===== config.mk =====
export PLATFORM = sky130hd
export DESIGN_NAME = uart_tx_fifo_drain_flat
export DESIGN_NICKNAME = d
export VERILOG_FILES = /design/src/rtl/uart_tx_fifo_drain_if.sv /design/src/rtl/uart_tx_fifo_drain.sv /design/src/flat_wrapper.sv
export SDC_FILE = /design/constraint.sdc
export NUM_CORES = 1
export LEC_CHECK = 0
export CORE_UTILIZATION = 45
export DETAILED_ROUTE_END_ITERATION = 16
export GPL_ROUTABILITY_DRIVEN = 0
export PLACE_DENSITY = 0.65
export SLEW_MARGIN = 20
export SYNTH_ARGS = -nofsm -noshare
export SYNTH_HDL_FRONTEND = slang
export SYNTH_SLANG_ARGS = --single-unit

===== constraint.sdc =====
create_clock -name clk -period 2.6 [get_ports clk]
set_input_delay 0.26 -clock clk [delete_from_list [all_inputs] [get_ports clk]]
set_output_delay 0.26 -clock clk [all_outputs]
set_load 0.01 [all_outputs]

===== src/rtl/uart_tx_fifo_drain_if.sv =====
// Handshake bundle between the FIFO read port, tx control and the TX pin.
// The master side drives tx_en and the FIFO flags; the slave side is the UART.
interface uart_tx_fifo_drain_if #(
  parameter int DATA_WIDTH = 8
);
  logic                  tx_en;
  logic                  fifo_empty;
  logic [DATA_WIDTH-1:0] fifo_rdata;
  logic                  fifo_rd;
  logic                  tx;
  logic                  tx_busy;
  logic                  tx_done;

  modport master (
    output tx_en,
    output fifo_empty,
    output fifo_rdata,
    input  fifo_rd,
    input  tx,
    input  tx_busy,
    input  tx_done
  );

  modport slave (
    input  tx_en,
    input  fifo_empty,
    input  fifo_rdata,
    output fifo_rd,
    output tx,
    output tx_busy,
    output tx_done
  );
endinterface


===== src/rtl/uart_tx_fifo_drain.sv =====
// 8N1 UART transmitter that pops bytes from a FIFO read port
// and sends them back-to-back while tx_en is high.
module uart_tx_fifo_drain #(
  parameter int CLK_FREQ   = 100_000_000,
  parameter int BAUD       = 9600,
  parameter int DATA_WIDTH = 8
) (
  input  logic                 clk,
  input  logic                 rst,
  uart_tx_fifo_drain_if.slave  bus
);

  localparam int BIT_CYCLES = CLK_FREQ / BAUD;
  localparam int CW = $clog2(BIT_CYCLES);
  localparam int IW = (DATA_WIDTH > 1) ? $clog2(DATA_WIDTH) : 1;
  localparam logic [CW-1:0] CNT_MAX = CW'(BIT_CYCLES - 1);
  localparam logic [IW-1:0] IDX_MAX = IW'(DATA_WIDTH - 1);

  typedef enum logic [1:0] {
    IDLE,
    START,
    DATA,
    STOP
  } state_e;

  state_e                state_q;
  logic [CW-1:0]         cnt_q;
  logic [IW-1:0]         idx_q;
  logic [DATA_WIDTH-1:0] shift_q;
  logic [DATA_WIDTH-1:0] shift_d;
  logic                  tx_q;
  logic                  done_q;
  logic                  bit_end;

  assign shift_d = shift_q >> 1;
  assign bit_end = (cnt_q == CNT_MAX);

  // Combinational pop so rdata is captured on the edge the pointer moves.
  assign bus.fifo_rd = (state_q == IDLE) & bus.tx_en
                     & ~bus.fifo_empty & ~rst;

  assign bus.tx      = tx_q;
  assign bus.tx_done = done_q;
  assign bus.tx_busy = (state_q != IDLE);

  always_ff @(posedge clk or posedge rst) begin
    if (rst) begin
      state_q <= IDLE;
      cnt_q   <= '0;
      idx_q   <= '0;
      shift_q <= '0;
      tx_q    <= 1'b1;
      done_q  <= 1'b0;
    end else begin
      done_q <= 1'b0;
      unique case (state_q)
        IDLE: begin
          tx_q <= 1'b1;
          if (bus.fifo_rd) begin
            shift_q <= bus.fifo_rdata;
            tx_q    <= 1'b0;
            cnt_q   <= '0;
            state_q <= START;
          end
        end
        START: begin
          if (bit_end) begin
            cnt_q   <= '0;
            idx_q   <= '0;
            tx_q    <= shift_q[0];
            state_q <= DATA;
          end else begin
            cnt_q <= cnt_q + 1'b1;
          end
        end
        DATA: begin
          if (bit_end) begin
            cnt_q <= '0;
            if (idx_q == IDX_MAX) begin
              tx_q    <= 1'b1;
              state_q <= STOP;
            end else begin
              shift_q <= shift_d;
              tx_q    <= shift_d[0];
              idx_q   <= idx_q + 1'b1;
            end
          end else begin
            cnt_q <= cnt_q + 1'b1;
          end
        end
        STOP: begin
          if (bit_end) begin
            cnt_q   <= '0;
            done_q  <= 1'b1;
            state_q <= IDLE;
          end else begin
            cnt_q <= cnt_q + 1'b1;
          end
        end
        default: state_q <= IDLE;
      endcase
    end
  end

endmodule


===== src/flat_wrapper.sv =====
// flat-port wrapper written by rule: the top's interface ports become plain ports
module uart_tx_fifo_drain_flat 
#(
  parameter int CLK_FREQ   = 100_000_000,
  parameter int BAUD       = 9600,
  parameter int DATA_WIDTH = 8
)
  (clk, rst, bus_tx_en, bus_fifo_empty, bus_fifo_rdata, bus_fifo_rd, bus_tx, bus_tx_busy, bus_tx_done);
  uart_tx_fifo_drain_if #(.DATA_WIDTH(DATA_WIDTH)) bus_i ();
  input  logic clk;
  input  logic rst;
  input wire logic [$bits(bus_i.tx_en)-1:0] bus_tx_en;
  input wire logic [$bits(bus_i.fifo_empty)-1:0] bus_fifo_empty;
  input wire logic [$bits(bus_i.fifo_rdata)-1:0] bus_fifo_rdata;
  output wire logic [$bits(bus_i.fifo_rd)-1:0] bus_fifo_rd;
  output wire logic [$bits(bus_i.tx)-1:0] bus_tx;
  output wire logic [$bits(bus_i.tx_busy)-1:0] bus_tx_busy;
  output wire logic [$bits(bus_i.tx_done)-1:0] bus_tx_done;
  assign bus_i.tx_en = bus_tx_en;
  assign bus_i.fifo_empty = bus_fifo_empty;
  assign bus_i.fifo_rdata = bus_fifo_rdata;
  assign bus_fifo_rd = bus_i.fifo_rd;
  assign bus_tx = bus_i.tx;
  assign bus_tx_busy = bus_i.tx_busy;
  assign bus_tx_done = bus_i.tx_done;
  uart_tx_fifo_drain #(.CLK_FREQ(CLK_FREQ), .BAUD(BAUD), .DATA_WIDTH(DATA_WIDTH)) u_core (.clk(clk), .rst(rst), .bus(bus_i));
endmodule

# Word-level counts from Yosys, hierarchy flattened
# Cells that the tools add are included.
[word_totals]
reg_bits = 29
in_bits = 12
output_inout_bits = 4
[op_classes]
add_sub_neg = 2
eq_ne = 11
mux = 24
bitwise_logic = 5
reduce_logical = 10
[op_table]
columns = ["cell", "count"]
rows = [
  ["$mux W14", 2],
  ["$pmux W14 S2", 1],
  ["$mux W8", 3],
  ["$pmux W8 S2", 1],
  ["$add A14 B1 Y14 const B", 1],
  ["$eq A14 B14 Y1 const B", 1],
  ["$mux W2", 5],
  ["$mux W3", 3],
  ["$ne A2 B1 Y1 const B", 4],
  ["$pmux W2 S4", 1],
  ["$reduce_and A4 Y1", 2],
  ["$mux W1", 6],
  ["$pmux W3 S2", 1],
  ["$reduce_bool A2 Y1", 3],
  ["$reduce_and A5 Y1", 1],
  ["$eq A2 B2 Y1 const B", 2],
  ["$ne A2 B2 Y1 const B", 2],
  ["$add A3 B1 Y3 const B", 1],
  ["$and A1 B1 Y1", 3],
  ["$eq A3 B3 Y1 const B", 1],
  ["$pmux W1 S3", 1],
  ["$reduce_and A3 Y1", 1],
  ["$reduce_bool A3 Y1", 1],
  ["$reduce_or A3 Y1", 1],
  ["other kinds (3)", 4],
]

# Depth between registers and ports, before layout
# Gate-level depths: netlist (run 1).
[depth]
word_depth = 6
ltp_mapped = 8
ltp_nobuf = 7

# Least setup slack after synthesis (run 1)
# OpenSTA, ideal clock, no wires.
[synth_path]
path_kind = "register to register"
start = "register u_core.cnt_q[9]"
end = "register u_core.shift_q[0]"
t_arrival_ps = 2106
required_time_ps = 2475
slack_ps = 370
stages_incl_launch_ff = 6
path_buffers = 0
synth_period_minus_slack_ps = 2230
cell_sequence = "dfrtp_1 > or4b_4 > nor4_4 > a31oi_1 > nor2_4 > mux2_2"
[synth_between]
elab_chain_cells = 3
[synth_lines]
columns = ["element", "line_no", "rtl"]
rows = [
  ["from (decl)", "uart_tx_fifo_drain.sv:27", "logic [CW-1:0] cnt_q;"],
  ["from (signal assigned)", "uart_tx_fifo_drain.sv:73", "cnt_q <= cnt_q + 1'b1;"],
  ["from (signal assigned)", "uart_tx_fifo_drain.sv:88", "cnt_q <= cnt_q + 1'b1;"],
  ["from (signal assigned)", "uart_tx_fifo_drain.sv:97", "cnt_q <= cnt_q + 1'b1;"],
  ["$eq A14 B14 Y1", "uart_tx_fifo_drain.sv:36", "assign bit_end = (cnt_q == CNT_MAX);"],
  ["$ne A2 B1 Y1 (no source line)", "--", ""],
  ["$reduce_and A4 Y1 (no source line)", "--", ""],
  ["to (signal assigned)", "uart_tx_fifo_drain.sv:60", "shift_q <= bus.fifo_rdata;"],
  ["to (signal assigned)", "uart_tx_fifo_drain.sv:83", "shift_q <= shift_d;"],
  ["to (decl)", "uart_tx_fifo_drain.sv:29", "logic [DATA_WIDTH-1:0] shift_q;"],
]
# Every way passes these cells.
# A chain may end at the register's enable or synchronous reset.

# Worst setup path after layout (run 1)
[layout_path]
start = "register u_core.state_q[0]"
end = "output port bus_fifo_rd"
[layout_between]
elab_chain_cells = 4
[layout_lines]
columns = ["element", "line_no", "rtl"]
rows = [
  ["from (decl)", "uart_tx_fifo_drain.sv:26", "state_e state_q;"],
  ["from (signal assigned)", "uart_tx_fifo_drain.sv:48", "state_q <= IDLE;"],
  ["from (signal assigned)", "uart_tx_fifo_drain.sv:63", "state_q <= START;"],
  ["from (signal assigned)", "uart_tx_fifo_drain.sv:71", "state_q <= DATA;"],
  ["$logic_not A2 Y1", "uart_tx_fifo_drain.sv:39", "assign bus.fifo_rd = (state_q == IDLE) & bus.tx_en"],
  ["$and A1 B1 Y1", "uart_tx_fifo_drain.sv:39", ""],
  ["$and A1 B1 Y1 (2 in series)", "uart_tx_fifo_drain.sv:40", "& ~bus.fifo_empty & ~rst;"],
  ["to (decl)", "flat_wrapper.sv:15", "output wire logic [$bits(bus_i.fifo_rd)-1:0] bus_fifo_rd;"],
]
# Every way passes these cells.

==> key figures, run 1 <==
STA
  • Total negative setup slack: 0 ns
  • Final setup fails: 0
  • Slew Limit Fails: 0
  • Final hold slack: roughly 0.33 ns
  • RSZ-0062 raised after global routing: false
  • Final hold viol count: 0
  • Slew headroom: 56.4%
  • Final Cycle Share: 95.0%
  • Fin crit period: between 2 and 2.5 ns
  • Least-Margin Pin Slew: between 0.6 and 0.7 ns
  • Clock Skew: approximately 0.015 ns
  • F_max: 0.405 GHz

Route
  • Pre-antenna DRT Iters: 4
  • Final wirelength: 3410 um
  • WL met2: 1590 um
  • Detailed-routing wirelength on met1: 1650 um
  • Max layer used: met4
  • Routed vias/inst: approximately 5.6
  • DR iter-0 viols: 56
  • WL per Instance: 15.0 um
  • DRC: 0
  • Met3 wire len: about 120 um
  • Vias: roughly 1300
  • Antenna-violating nets left: 0

Critical path
  • CP bufs+invs: 3
  • Crit start category: register
  • R2r worst-path depth: 5
  • CP top delay family: buffers and inverters
  • Critical-path cell with the highest stage delay: clkdlybuf4s50_1
  • Critical Path AT: 2.21 ns
  • Setup CP Type: register to output port
  • Critical Path Sink Type: output port
  • R2R Setup Slk: 0.26 ns
  • Crit Path Max Fanout: 8
  • RR Endpoint: u_core.shift_q[3]
  • Worst-path cell chain: inv_1 > ha_1 > inv_1 > nor2_1 > clkdlybuf4s50_1
  • Reg-to-Reg Start: u_core.cnt_q[9]
  • Worst Path Required: 2.34 ns
  • Cell mode on critical path: inv_1
  • Max stage delay on crit path: 0.55 ns

Clock tree
  • CTS Hold Buffers Added: 0
  • CTS tree: yes
  • H-tree depth: 2
  • Register clock-pin slew on the reported worst setup and hold paths: roughly 0.090 ns
  • CTS Root Cell: clkbuf_4
  • Sink Count: 29
  • CTS Buf Count: 5
  • Max Buffers Root-to-Sink: 2
  • # resized after CTS: 0
  • Worst-Skew Late Latency: 0.34 ns
  • Post-CTS Setup Inserts: 0

Synth
  • Ranking of synthesized cells by area: dfrtp_1 (43%), mux2_2 (11%), ha_1 (6.8%)
  • EDFF count, synth: 0
  • Post-synth top area cell: dfrtp_1
  • Async SR Flop Fraction: 100%
  • Top cell type's share of synthesized area: 42.5%
  • Yosys cell types: 38
  • Syn_area_per_cell: 10.4 sq um
  • Register area share after synthesis: between 40 and 50%
  • Cell area after synthesis: 1650 sq um
  • Count of state elements after synthesis: 29
  • Top FF cell, synth: dfrtp_1
  • Syn nets: 179
  • Synthesized instance count: 158
  • Synthesis warning total: 0

Finish
  • Most frequent cells in the layout: dfrtp_1 (28), mux2_2 (16), clkdlybuf4s50_1 (15), nand2_1 (12), nor2_1 (10)
  • Commonest non-fill, non-tap cell in the layout: dfrtp_1
  • Seq. cell area: 727 sq um
  • Multi-input gate area: 880 sq um
  • Nets: 201
  • Layout area overhead: 18.9%
  • Diode count: 0
  • Share of layout cells above drive strength 1: between 10% and 20%
  • Number of fill cells: 311

Global route
  • Vias in the first global route: 1296
  • Antenna violations before repair: 0
  • Total track usage: between 10% and 20%
  • Largest net degree at the start of global routing: 30
  • Grt total ovfl: 0
  • First-pass GRT wire length: approximately 6000 um

Floorplanning
  • Die Ht: 62.5 um
  • Initial Util: 48.2%
  • CORE AREA: about 3400 sq um
  • Die ar.: ~4000 sq um
  • Ports: 16
  • Die W: between 60 and 70 um
  • Rows: 21

Pwr
  • Pwr/cell area: 1030 nW/um^2
  • Maximum vdd drop: 0.000459 V
  • Final Power: 2.02 mW
  • LEAKAGE: 0.859 nW

Placement
  • PortBufs: 15
  • DPL Wire Length: ~2500 um

Run status
  • Run status: complete, no violations

Min path
  • Worst Hold Class: input pin to async pin

Flow run
  • Maxcap violations: 0
## stage by stage
stage / cells / instance area, sq um / util [%] / setup slack, ns
floorplan: 158 / 1650 / - / 0.370
global placement: 219 / 1870 / 54.9 / 0.356
detailed placement: 219 / 1870 / 54.9 / 0.299
CTS: 227 / 1960 / 57.4 / 0.148
global route: 227 / 1960 / 57.4 / 0.00261
finish: 227 / 1960 / 57.4 / 0.130
## layout make-up
type                    count  area share [%]
clock buffers               7            2.81
flip-flops and latches     29            37.1
clock inverters             1            1.53
repair buffers             20            9.58
multi-input cells         118            44.9
well taps                  46            2.94
inverters                   6            1.15
## tightest hold or removal path: cells and delay by family
kind | cells | cell delay (ns)
buffers and inverters | 3 | 0.82
## registers in the layout, summed over array words and instances (netlist names)
register            flops
u_core.bus.tx           1
u_core.cnt_q           14
u_core.bus.tx_done      1
u_core.idx_q            3
u_core.shift_q          8
u_core.state_q          2
## how the worst max path moves through the flow
stage	startpoint	end	cells after the start
after CTS	u_core.state_q[0]	bus_fifo_rd	5
final	u_core.state_q[0]	bus_fifo_rd	5
after global routing	u_core.state_q[1]	bus_fifo_rd	5
after global placement	u_core.cnt_q[9]	u_core.shift_q[6]	5
after floorplan	u_core.cnt_q[9]	u_core.shift_q[0]	5
after detailed placement	u_core.cnt_q[9]	u_core.shift_q[3]	5
## cell usage after synthesis, types with 2 or more instances
master	number
dfrtp_1	28
mux2_2	16
nand2_1	12
nor2_1	10
ha_1	9
a22o_1	8
a31oi_1	8
o21ai_0	8
a21oi_1	7
inv_1	6
nand3_1	5
clkbuf_1	4
nand2b_1	4
nor3_1	4
o31ai_1	3
a211o_1	2
and2_1	2
and3_1	2
## kinds of logic after synthesis
kind of cell | synth area share, %
flip-flops | 44.1
adder cells (fa/ha/maj) | 6.83
buffers and inverters | 2.51
AO/OA/AOI/OAI | 16.9
multiplexers | 12.5
AND/OR/NAND/NOR | 16.2
XOR/XNOR | 1.06
## metal layers
layer	GRT usage (%)	vias up
met2	30.7	22
li1	-	630
met5	0	-
met4	9.30	0
met1	26.2	620
met3	4.56	9
## power breakdown
group / total, mW / internal [mW] / switching, mW
clock network: 0.387 / 0.230 / 0.157
registers: 0.740 / 0.609 / 0.132
logic: 0.890 / 0.447 / 0.443
(Power assumes the default switching activity.)
==> run 2, diff against run 1 <==
--- a/config.mk
+++ b/config.mk
@@ -6,9 +6,11 @@
 export NUM_CORES = 1
 export LEC_CHECK = 0
 export CORE_UTILIZATION = 45
+export CTS_CLUSTER_DIAMETER = 200
 export DETAILED_ROUTE_END_ITERATION = 16
 export GPL_ROUTABILITY_DRIVEN = 0
 export PLACE_DENSITY = 0.65
+export REMOVE_ABC_BUFFERS = 1
 export SLEW_MARGIN = 20
 export SYNTH_ARGS = -nofsm -noshare
 export SYNTH_HDL_FRONTEND = slang
==> key figures, run 2 (synthesis gave the netlist of run 1 again) <==
Run status
  • Run status: complete, no violations

STA
  • Final hold viol count: 0 (unchanged)
  • Slew Limit Fails: 0 (unchanged)
  • Fin crit period: 2.36 ns (-0.113 ns)
  • Least-Margin Pin Slew: 0.734 ns (+0.0799 ns)
  • RSZ-0062 raised after global routing: false
  • Final Cycle Share: 90.7% (-4.3 points)
  • F_max: 0.424 GHz (+4.8%)
  • Final hold slack: 0.387 ns (+0.0616 ns)
  • Setup slack after layout: 0.243 ns (+0.113 ns)
  • Slew headroom: 51.0% (-5.4 points)
  • Final setup fails: 0 (unchanged)
  • Total negative setup slack: 0 ns (unchanged)
  • Clock Skew: 0.00869 ns (-0.00651 ns)

Placement
  • Place WS: 0.296 ns (-0.00278 ns)
  • DPL Wire Length: 2590 um (+4.4%)
  • PortBufs: 15 (unchanged)

Route
  • Pre-antenna DRT Iters: 4 (unchanged)
  • DR iter-0 viols: 143 (+160%)
  • Final wirelength: 3520 um (+3.4%)
  • Routed vias/inst: 5.97 (+5.8%)
  • Antenna-violating nets left: 0 (unchanged)
  • WL per Instance: 15.7 um (+4.4%)
  • Vias: 1343 (+4.8%)
  • DRC: 0 (unchanged)

Floorplanning
  • Die W: 62.5 um (unchanged)
  • Ports: 16 (unchanged)
  • Die ar.: 3910 sq um (unchanged)
  • Die Ht: 62.5 um (unchanged)
  • Rows: 21 (unchanged)
  • Initial Util: 48.2% (unchanged)
  • CORE AREA: 3420 sq um (unchanged)

Flow run
  • Maxcap violations: 0 (unchanged)

Global route
  • First-pass GRT wire length: 6190 um (+3.7%)
  • Total track usage: 20.8% (+1.0 points)
  • Vias in the first global route: 1382 (+6.6%)
  • Largest net degree at the start of global routing: 19 (-37%)
  • Grt total ovfl: 0 (unchanged)
  • Antenna violations before repair: 0 (unchanged)

Clock tree
  • # resized after CTS: 0 (unchanged)
  • Worst-Skew Late Latency: 0.34 ns (about the same)
  • H-tree depth: 2 (unchanged)
  • Register clock-pin slew on the reported worst setup and hold paths: 0.09 ns (about the same)
  • CTS Hold Buffers Added: 0 (unchanged)
  • Sink Count: 29 (unchanged)
  • CTS Buf Count: 5 (unchanged)
  • Post-CTS Setup Inserts: 0 (unchanged)
  • CTS Root Cell: clkbuf_4
  • Max Buffers Root-to-Sink: 2 (unchanged)
  • CTS tree: yes

Critical path
  • Setup CP Type: register to output port
  • Crit Path Max Fanout: 8 (unchanged)
  • Critical Path Sink Type: output port
  • Cell mode on critical path: inv_1
  • Critical Path AT: 2.10 ns (-0.11 ns)
  • Worst Path Required: 2.34 ns (about the same)
  • Max stage delay on crit path: 0.54 ns (about the same)
  • Crit start category: register
  • Critical-path cell with the highest stage delay: clkdlybuf4s50_1
  • Worst-path cell chain: inv_1 > ha_1 > inv_1 > nor2_1 > clkdlybuf4s50_1

Finish
  • Multi-input gate area: 880 sq um (unchanged)
  • Largest register FFs: 14 (unchanged)
  • Commonest non-fill, non-tap cell in the layout: dfrtp_1
  • Number of fill cells: 304 (-2.3%)
  • Largest regs: u_core.cnt_q (14), u_core.shift_q (8), u_core.idx_q (3)
  • Share of layout cells above drive strength 1: 17.3% (-0.91 points)
  • Largest Register: u_core.cnt_q
  • Most frequent cells in the layout: dfrtp_1 (28), mux2_2 (16), clkdlybuf4s50_1 (15), nand2_1 (12), nor2_1 (10)
  • Layout area overhead: 16.6%
  • Final core utilization: 56.3% (-1.1 points)
  • Nets: 200 (-0.50%)
  • Seq. cell area: 727 sq um (unchanged)
  • Diode count: 0 (unchanged)

Pwr
  • Final Power: 1.92 mW (-4.8%)
  • Maximum vdd drop: 0.000441 V (-3.9%)
  • LEAKAGE: 0.840 nW (-2.2%)
  • Pwr/cell area: 1000 nW/um^2 (-2.9%)

Min path
  • Worst Hold Class: input pin to async pin
-- run 2: final cells by class --
type,count,share of cell area [%]
clock buffers,7,2.86
flip-flops and latches,29,37.8
well taps,46,2.99
multi-input cells,118,45.8
inverters,6,1.17
repair buffers,19,9.38
-- run 2: worst paths after layout --
path	startpoint	end	slack (ns)	cells past startpoint
min reg2reg	u_core.shift_q[4]	u_core.shift_q[4]	0.51	1
max reg2reg	u_core.cnt_q[9]	u_core.shift_q[3]	0.30	5
max	u_core.state_q[0]	bus_fifo_rd	0.24	5
min in group clk	bus_fifo_rdata[7]	u_core.shift_q[7]	0.51	3
min	rst	u_core.state_q[1]	0.39	2
max in group asynchronous	rst	u_core.cnt_q[2]	1.55	3
-- run 2: routing by layer --
layer	routed length, um	track usage [%]	up-vias	share of wire [%]
met5	0	0	-	0
met4	153	14.0	0	4.3
met3	205	7.12	14	5.8
met2	1690	31.9	52	48
met1	1470	24.6	650	42
li1	-	-	627	-
-- run 2: power breakdown --
group	leakage (nW)	internal (mW)	switching, mW
registers	0.371	0.609	0.131
logic	0.437	0.440	0.463
clock network	0.0314	0.127	0.151
-- run 2: metrics by stage --
step / instance area, sq um / instances
2_1_floorplan: 1630 / 153
3_3_place_gp: 1870 / 218
3_5_place_dp: 1870 / 218
4_1_cts: 1920 / 225
5_1_grt: 1920 / 225
6_report: 1920 / 225
-- run 2: critical path: cells and delay by family, from the launching register on --
family / cells / cell delay, ns
buf+inv: 3 / 0.85
fa+ha+maj: 1 / 0.35
flops: 1 / 0.43
simple gates: 1 / 0.14
